==> src/rtl/mux4_rr_sched.sv <==
// ---------------------------------------------------------------------------
// mux4_rr_sched
// Control stage in front of a combinational 32-bit 4:1 mux (A0..A3 -> C).
// It arbitrates among four requesters, drives the mux selects, waits a
// programmable settle time and then captures C into an output register that
// has a valid/ready handshake. The result is a flow-controlled 4-to-1 merger.
//
// Ports
//   clk        in   system clock, rising edge
//   rst_n      in   asynchronous active-low reset
//   req_valid  in   [3:0] requester i has stable data on mux input Ai
//   req_ready  out  [3:0] one-hot, one cycle: Ai consumed at that edge
//   sel1       out  mux select MSB
//   sel2       out  mux select LSB ({sel1,sel2} = channel index)
//   mux_c      in   [DATA_W-1:0] mux output C
//   out_valid  out  out_data holds a captured word
//   out_ready  in   downstream accepts out_data
//   out_data   out  [DATA_W-1:0] captured word
//   out_src    out  [1:0] channel that produced out_data
//
// Parameters
//   DATA_W  width of mux_c / out_data (must match the mux)
//   SETTLE  cycles the select is held before capture, 1..15
//
// Build option
//   MUX4_FIXED_PRIO_EN  defined   : fixed priority ch3 > ch2 > ch1 > ch0
//                       undefined : round-robin (default)
//
// FSM states
//   state      | meaning
//   -----------+-----------------------------------------------------------
//   ST_IDLE    | no transaction; selects hold their last value
//   ST_SETTLE  | select driven, counting down; capture when count hits 0
//   ST_OUT     | out_data valid, waiting for out_ready
// ---------------------------------------------------------------------------
module mux4_rr_sched #(
    parameter int DATA_W = 32,
    parameter int SETTLE = 1
) (
    input  logic              clk,
    input  logic              rst_n,
    input  logic [3:0]        req_valid,
    output logic [3:0]        req_ready,
    output logic              sel1,
    output logic              sel2,
    input  logic [DATA_W-1:0] mux_c,
    output logic              out_valid,
    input  logic              out_ready,
    output logic [DATA_W-1:0] out_data,
    output logic [1:0]        out_src
);

    localparam logic [1:0] ST_IDLE   = 2'd0;
    localparam logic [1:0] ST_SETTLE = 2'd1;
    localparam logic [1:0] ST_OUT    = 2'd2;

    localparam logic [3:0] CNT_INIT = 4'(SETTLE - 1);

    logic [1:0]        state_q, state_d;
    logic [3:0]        cnt_q, cnt_d;
    logic [1:0]        sel_q, sel_d;
    logic              out_valid_q, out_valid_d;
    logic [DATA_W-1:0] out_data_q, out_data_d;
    logic [1:0]        out_src_q, out_src_d;
    logic [1:0]        winner;
    logic              any_req;

    assign any_req = |req_valid;

`ifdef MUX4_FIXED_PRIO_EN
    // Fixed priority: the highest-numbered requesting channel wins.
    always_comb begin
        winner = 2'd0;
        if (req_valid[3])      winner = 2'd3;
        else if (req_valid[2]) winner = 2'd2;
        else if (req_valid[1]) winner = 2'd1;
    end
`else
    logic [1:0] ptr_q, ptr_d;

    // Scan ptr+1, ptr+2, ptr+3, ptr+4 (mod 4). Iterating from the far end
    // down lets the nearest requesting channel overwrite the result last.
    always_comb begin
        logic [1:0] idx;
        winner = ptr_q;
        for (int k = 4; k >= 1; k--) begin
            idx = ptr_q + 2'(k);
            if (req_valid[idx]) winner = idx;
        end
    end
`endif

    always_comb begin
        state_d     = state_q;
        cnt_d       = cnt_q;
        sel_d       = sel_q;
        out_valid_d = out_valid_q;
        out_data_d  = out_data_q;
        out_src_d   = out_src_q;
`ifndef MUX4_FIXED_PRIO_EN
        ptr_d       = ptr_q;
`endif
        case (state_q)
            ST_IDLE: begin
                if (any_req) begin
                    sel_d   = winner;
                    cnt_d   = CNT_INIT;
                    state_d = ST_SETTLE;
                end
            end
            ST_SETTLE: begin
                if (cnt_q != 4'd0) begin
                    cnt_d = cnt_q - 4'd1;
                end else begin
                    out_data_d  = mux_c;
                    out_src_d   = sel_q;
                    out_valid_d = 1'b1;
`ifndef MUX4_FIXED_PRIO_EN
                    ptr_d       = sel_q;
`endif
                    state_d     = ST_OUT;
                end
            end
            ST_OUT: begin
                if (out_ready) begin
                    out_valid_d = 1'b0;
                    if (any_req) begin
                        // Back-to-back: re-arbitrate on the same edge the
                        // current word is accepted.
                        sel_d   = winner;
                        cnt_d   = CNT_INIT;
                        state_d = ST_SETTLE;
                    end else begin
                        state_d = ST_IDLE;
                    end
                end
            end
            default: state_d = ST_IDLE;
        endcase
    end

    always_ff @(posedge clk or negedge rst_n) begin
        if (!rst_n) begin
            state_q     <= ST_IDLE;
            cnt_q       <= 4'd0;
            sel_q       <= 2'd0;
            out_valid_q <= 1'b0;
            out_data_q  <= '0;
            out_src_q   <= 2'd0;
`ifndef MUX4_FIXED_PRIO_EN
            ptr_q       <= 2'd3;
`endif
        end else begin
            state_q     <= state_d;
            cnt_q       <= cnt_d;
            sel_q       <= sel_d;
            out_valid_q <= out_valid_d;
            out_data_q  <= out_data_d;
            out_src_q   <= out_src_d;
`ifndef MUX4_FIXED_PRIO_EN
            ptr_q       <= ptr_d;
`endif
        end
    end

    // Decoded purely from registers, so the pulse cannot glitch and lasts
    // exactly the one cycle that ends in the capture edge.
    always_comb begin
        req_ready = 4'b0000;
        if (state_q == ST_SETTLE && cnt_q == 4'd0) begin
            req_ready = 4'b0001 << sel_q;
        end
    end

    assign sel1      = sel_q[1];
    assign sel2      = sel_q[0];
    assign out_valid = out_valid_q;
    assign out_data  = out_data_q;
    assign out_src   = out_src_q;

endmodule

==> config.mk <==
export PLATFORM = sky130hd
export DESIGN_NAME = mux4_rr_sched
export DESIGN_NICKNAME = d
export VERILOG_FILES = /design/src/rtl/mux4_rr_sched.sv
export SDC_FILE = /design/constraint.sdc
export NUM_CORES = 1
export LEC_CHECK = 0
export CELL_PAD_IN_SITES_DETAIL_PLACEMENT = 1
export CELL_PAD_IN_SITES_GLOBAL_PLACEMENT = 2
export CORE_ASPECT_RATIO = 0.8
export CORE_UTILIZATION = 24
export DETAILED_ROUTE_END_ITERATION = 10
export PLACE_DENSITY = 0.88
export SKIP_LAST_GASP = 1
export SLEW_MARGIN = 20
export SYNTH_ARGS = -nofsm -noshare
export SYNTH_HDL_FRONTEND = slang
export SYNTH_SLANG_ARGS = --single-unit
==> constraint.sdc <==
create_clock -name clk -period 2.35 [get_ports clk]
set_clock_uncertainty 0.15 [all_clocks]
set_input_delay 0.235 -clock clk [delete_from_list [all_inputs] [get_ports clk]]
set_output_delay 0.235 -clock clk [all_outputs]
set_load 0.01 [all_outputs]
## Yosys cells after proc, flatten, opt, wreduce, memory -nomap -nowiden

Cells that the tools add are included.

- Register bits: 45
- Bits in latches: 0
- RAM bits: 0
- Memory bits (read-only): 0
- Input bits: 39
- Output and inout bits: 41
- Logic and storage cells: 60
- Memories: 0

- Add/subtract/negate cells: 4
- Multipliers: 0
- Div/mod/pow operators: 0
- Order comparisons: 3
- Eq/ne operators: 6
- Shift-type cells: 1
- Muxes and demuxes: 25
- Bitwise logic cells: 1
- Reductions and logical operators: 13

Operators with widths:

| kind | number |
|---|---|
| 2-bit two-way mux | 8 |
| 4-bit two-way mux | 4 |
| 4-bit case mux with 3 select lines | 1 |
| 2-bit by 3-bit < comparator with 1-bit output (second input constant) | 3 |
| 3-bit AND reduction | 3 |
| 2-bit inequality test (second input constant) | 4 |
| 1-bit binary-select mux with 2-bit select | 3 |
| 1-bit two-way mux | 6 |
| 2-bit case mux with 3 select lines | 1 |
| 2-bit adder (second input constant) | 2 |
| 4-bit zero test | 1 |
| 2-bit case mux with 2 select lines | 1 |
| 2-bit AND reduction | 2 |
| 2-bit nonzero test | 2 |
| 4-bit nonzero test | 1 |
| 4-bit OR reduction | 1 |
| 1-bit by 2-bit left shift with 4-bit output (first input constant) | 1 |
| 4-bit by 1-bit subtractor with 4-bit output (second input constant) | 1 |
| 3-bit nonzero test | 1 |
| 2-bit by 1-bit adder with 2-bit output (second input constant) | 1 |
| 2-bit by 1-bit equality test with 1-bit output (second input constant) | 1 |
| 2-bit equality test (second input constant) | 1 |
| 2-bit zero test | 1 |
| 1-bit case mux with 2 select lines | 1 |
| 2 further kinds | 2 |

## Depth between registers and ports, before layout

- Depth after elaboration: 9
- Depth in mapped cells: 8
- Mapped depth without buffers: 6

## Least setup slack after synthesis

Ideal clock, no wire load.

- Path kind: reg2out
- Start point: register cnt_q[0]
- End point: output req_ready[2]
- Data arrival time: 1.515 ns
- Data required time: 1.965 ns
- Slack: 0.450 ns
- Cell stages (with the launch flop): 7
- Buffers on the path: 0
- Cells stage by stage: dfrtp_1 -> inv_1 -> ha_1 -> or3b_1 -> nor2_4 -> nand2_1 -> nor2_1

- Longest elaborated chain between the ends: 3

RTL lines:

| item | RTL line | source |
|---|---|---|
| start, declared | 60 | `logic [3:0] cnt_q, cnt_d;` |
| start signal, assigned | 155 | `cnt_q <= cnt_d;` |
| 4-bit zero test | 170 | `if (state_q == ST_SETTLE && cnt_q == 4'd0) begin` |
| 1-bit logical AND | 170 |  |
| 4-bit two-way mux | 170 |  |
| end, declared | 43 | `output logic [3:0] req_ready,` |

No other way between the ends.

## Worst setup path after layout

- Start point: register cnt_q[1]
- End point: output req_ready[2]

Same word-level chain as after synthesis.

==> results.yml <==
clock_tree:
  clkTransAtPathRegs_ns: 0.09
  clk_path_buf_depth: 2
  root_buffer: "clkbuf_8"
  numClockSinks: 45
  htree_levels: 2
  cts_tree: "yes"
  numCtsBuffers: 5
  clock_latency_ns: 0.29
finish:
  finalNetCount: 338
  finalCoreUtilization_pct: 39.1
  area_growth_pct: 54.0
  layout_common_cells: "nand2_1 (108), clkdlybuf4s50_1 (74), dfrtp_1 (43), buf_4 (9), nor2_1 (7)"
  final_layout_size_suffix_gt1_share_pct: 9.70
  stdcell_count: 404
  final_cell_area_mm2: 0.00296
  final_common_cell: "nand2_1"
  num_antenna_cells: 0
die:
  dieWidth_um: 102
  core_area_mm2: 0.00757
  dieArea_mm2: 0.00836
  fp.dieH_um: 82.0
  io-pin-count: 80
  num_rows: 28
  start_util_pct: 25.4
global_route:
  grt.busiest_layer: "met2"
  antenna_found_initial: 0
  grt_util_met3_pct: 4.09
  first_global_vias: 1838
  gr-total-overflow: 0
  grt_pass1_wl_mm: 8.54
  grt_max_degree: 37
  use_met1_pct: 17.1
  grt_usage_pct: 13.2
  use_met2_pct: 21.5
worst_setup_path:
  worstPathArrival_ns: 1.87
  worstPathMaxFanout: 4
  slowest_stage: "dfrtp_1"
  critPathMaxStageDelay_ns: 0.40
  critical_path.top_delay_family: "simple AND/OR/NAND/NOR gates"
  cp_data_required_time_ns: 1.97
  cp_num_buf_inv: 2
  crit_chain: "inv_1 > ha_2 > or3b_4 > nor2_4 > nand2_1 > nor2_1 > clkdlybuf4s15_2"
  critPathKind: "reg -> out"
  critPathLaunchType: "flip-flop"
  endpoint_kind: "output pin"
sta:
  drv_slew: 0
  tightest_slew_ns: 0.651
  rsz0062_at_grt: "no"
  finalHoldViolCount: 0
  finalCriticalPeriod_ns: 2.25
  setup_viol: 0
  fmax_ghz: 0.444
  period_share_pct: 95.8
  holdWs_ns: 0.311
  slew_headroom_pct: 56.6
drt:
  vias: 1728
  routed_wl_mm: 5.11
  avgRoutedWirePerCell_um: 12.7
  viasPerCell: 4.28
  drc: 0
  antenna_left: 0
  dr.pass1.iters: 3
  drtIter0Drc: 23
synth:
  synth_area_leaders: "dfrtp_1 (56%), nand2_1 (21%), dfstp_2 (2.7%), buf_6 (1.8%), nor2_1 (1.4%)"
  synth_top_area_share_pct: 56.1
  syn_nets: 250
  ys_ff_latch: 45
  synth_area_mm2: 0.00192
  ys_warn_count: 0
  avgSynthCellArea_um2: 9.14
  synth.distinct_cells: 34
  ys_seq_area_share_pct: 58.8
  syn_inst: 210
  synth_top_area_cell: "dfrtp_1"
job:
  maxCapViolations: 0
power_and_ir_drop:
  p_leak_nw: 1.41
  power.density_mw_per_mm2: 1340
  p_total_w: 0.00396
  ir_drop_mv: 0.474
place:
  dpl.cell_count: 392
  gp_congestion: 0.737
  io_buffers: 79
  hpwl_mm: 3.70
  dpl_cell_area_mm2: 0.00283
worst_hold_path:
  hp-class: "in -> reg"
status:
  status: "completed"
state kept, by name, summed over array words and instances, names as in the netlist:
| register | cells |
|---|---|
| cnt_q | 4 |
| out_data | 32 |
| out_src | 2 |
| ptr_q | 2 |
| sel_q | 2 |
| out_valid | 1 |
| state_q | 2 |
through the flow:
step / setup WS, ns / TNS (ns)
after floorplan: 0.450 / 0
after global placement: 0.0726 / 0
after detailed placement: 0.00920 / 0
after CTS: -0.0435 / -0.0435
after global routing: 0.00231 / 0
final: 0.0999 / 0
kinds of logic (layout without fill, tap and decap cells):
family,Yosys count,in the layout,synth area share [%]
adder cells (fa/ha/maj),1,1,0.652
buffers and inverters,12,101,3.72
multiplexers,2,2,1.30
AO/OA/AOI/OAI,15,15,5.15
AND/OR/NAND/NOR,135,135,30.4
flip-flops,45,45,58.8
final timing paths:
path / depth (start not counted) / start / slack (ns) / to
max: 7 / cnt_q[1]$_DFFE_PN0P_ / 0.1 / req_ready[2]
min: 3 / mux_c[4] / 0.31 / out_data[4]$_DFFE_PN0P_
max reg2reg: 7 / cnt_q[1]$_DFFE_PN0P_ / 0.45 / ptr_q[0]$_DFFE_PN1P_
min reg2reg: 2 / out_data[21]$_DFFE_PN0P_ / 0.33 / out_data[21]$_DFFE_PN0P_
max in group asynchronous: 3 / rst_n / 1.00 / out_data[17]$_DFFE_PN0P_
min in group asynchronous: 2 / rst_n / 0.36 / out_valid$_DFFE_PN0P_
where the power goes:
part | total [W] | switching [W] | internal (W)
Sequential | 0.00144 | 0.000271 | 0.00117
Combinational | 0.00202 | 0.000969 | 0.00105
Clock | 0.000497 | 0.000258 | 0.000239
layout make-up:
class	instances	area, um^2
Clock buffer	7	86.3
Clock inverter	1	7.51
Fill cell	906	4610
Inverter	4	15.0
Multi-Input combinational cell	153	729
Sequential cell	45	1130
Tap cell	105	131
Timing Repair Buffer	89	857
synth_stat cells:
cell type and count:
nand2_1 108, dfrtp_1 43, nor2_1 7, a21oi_1 4, inv_1 4, buf_2 3, buf_6 3, nand2b_1 3
nor3_1 3, a21o_1 2, a31oi_1 2, and3_1 2, clkbuf_1 2, dfstp_2 2, nor3b_1 2, o21ai_0 2
a221o_1 1, a22oi_1 1, and2b_1 1, ha_1 1, mux2_4 1, mux2i_1 1, nand3_1 1, nand3b_1 1
nor2_4 1, nor2b_1 1, nor3b_4 1, o21ai_2 1, o22ai_1 1, o2bb2ai_1 1, or2b_1 1, or3_1 1
or3b_1 1, or4_4 1
what timing repair did:
| item | CTS | global route |
|---|---|---|
| setup buffers | 0 | 3 |
| endpoints found under the setup margin | 4 | 2 |
| gates resized for setup | 9 | 2 |
| pin swaps | 0 | 2 |
| hold buffers | 1 | 0 |
| endpoints found under the hold margin | 26 | 0 |
worst min-delay path, stage by stage:
cell	delay (ns)
clkdlybuf4s50_1	0.39
nand2_1	0.05
nand2_1	0.04
metal layers:
metal / vias up / part of all wire (%) / wire, um
li1: 835 / - / -
met1: 832 / 47 / 2390
met2: 57 / 46 / 2330
met3: 4 / 7.3 / 374
met4: 0 / 0.29 / 15
met5: - / 0 / 0
No activity file was read; power rests on OpenSTA's default activity.
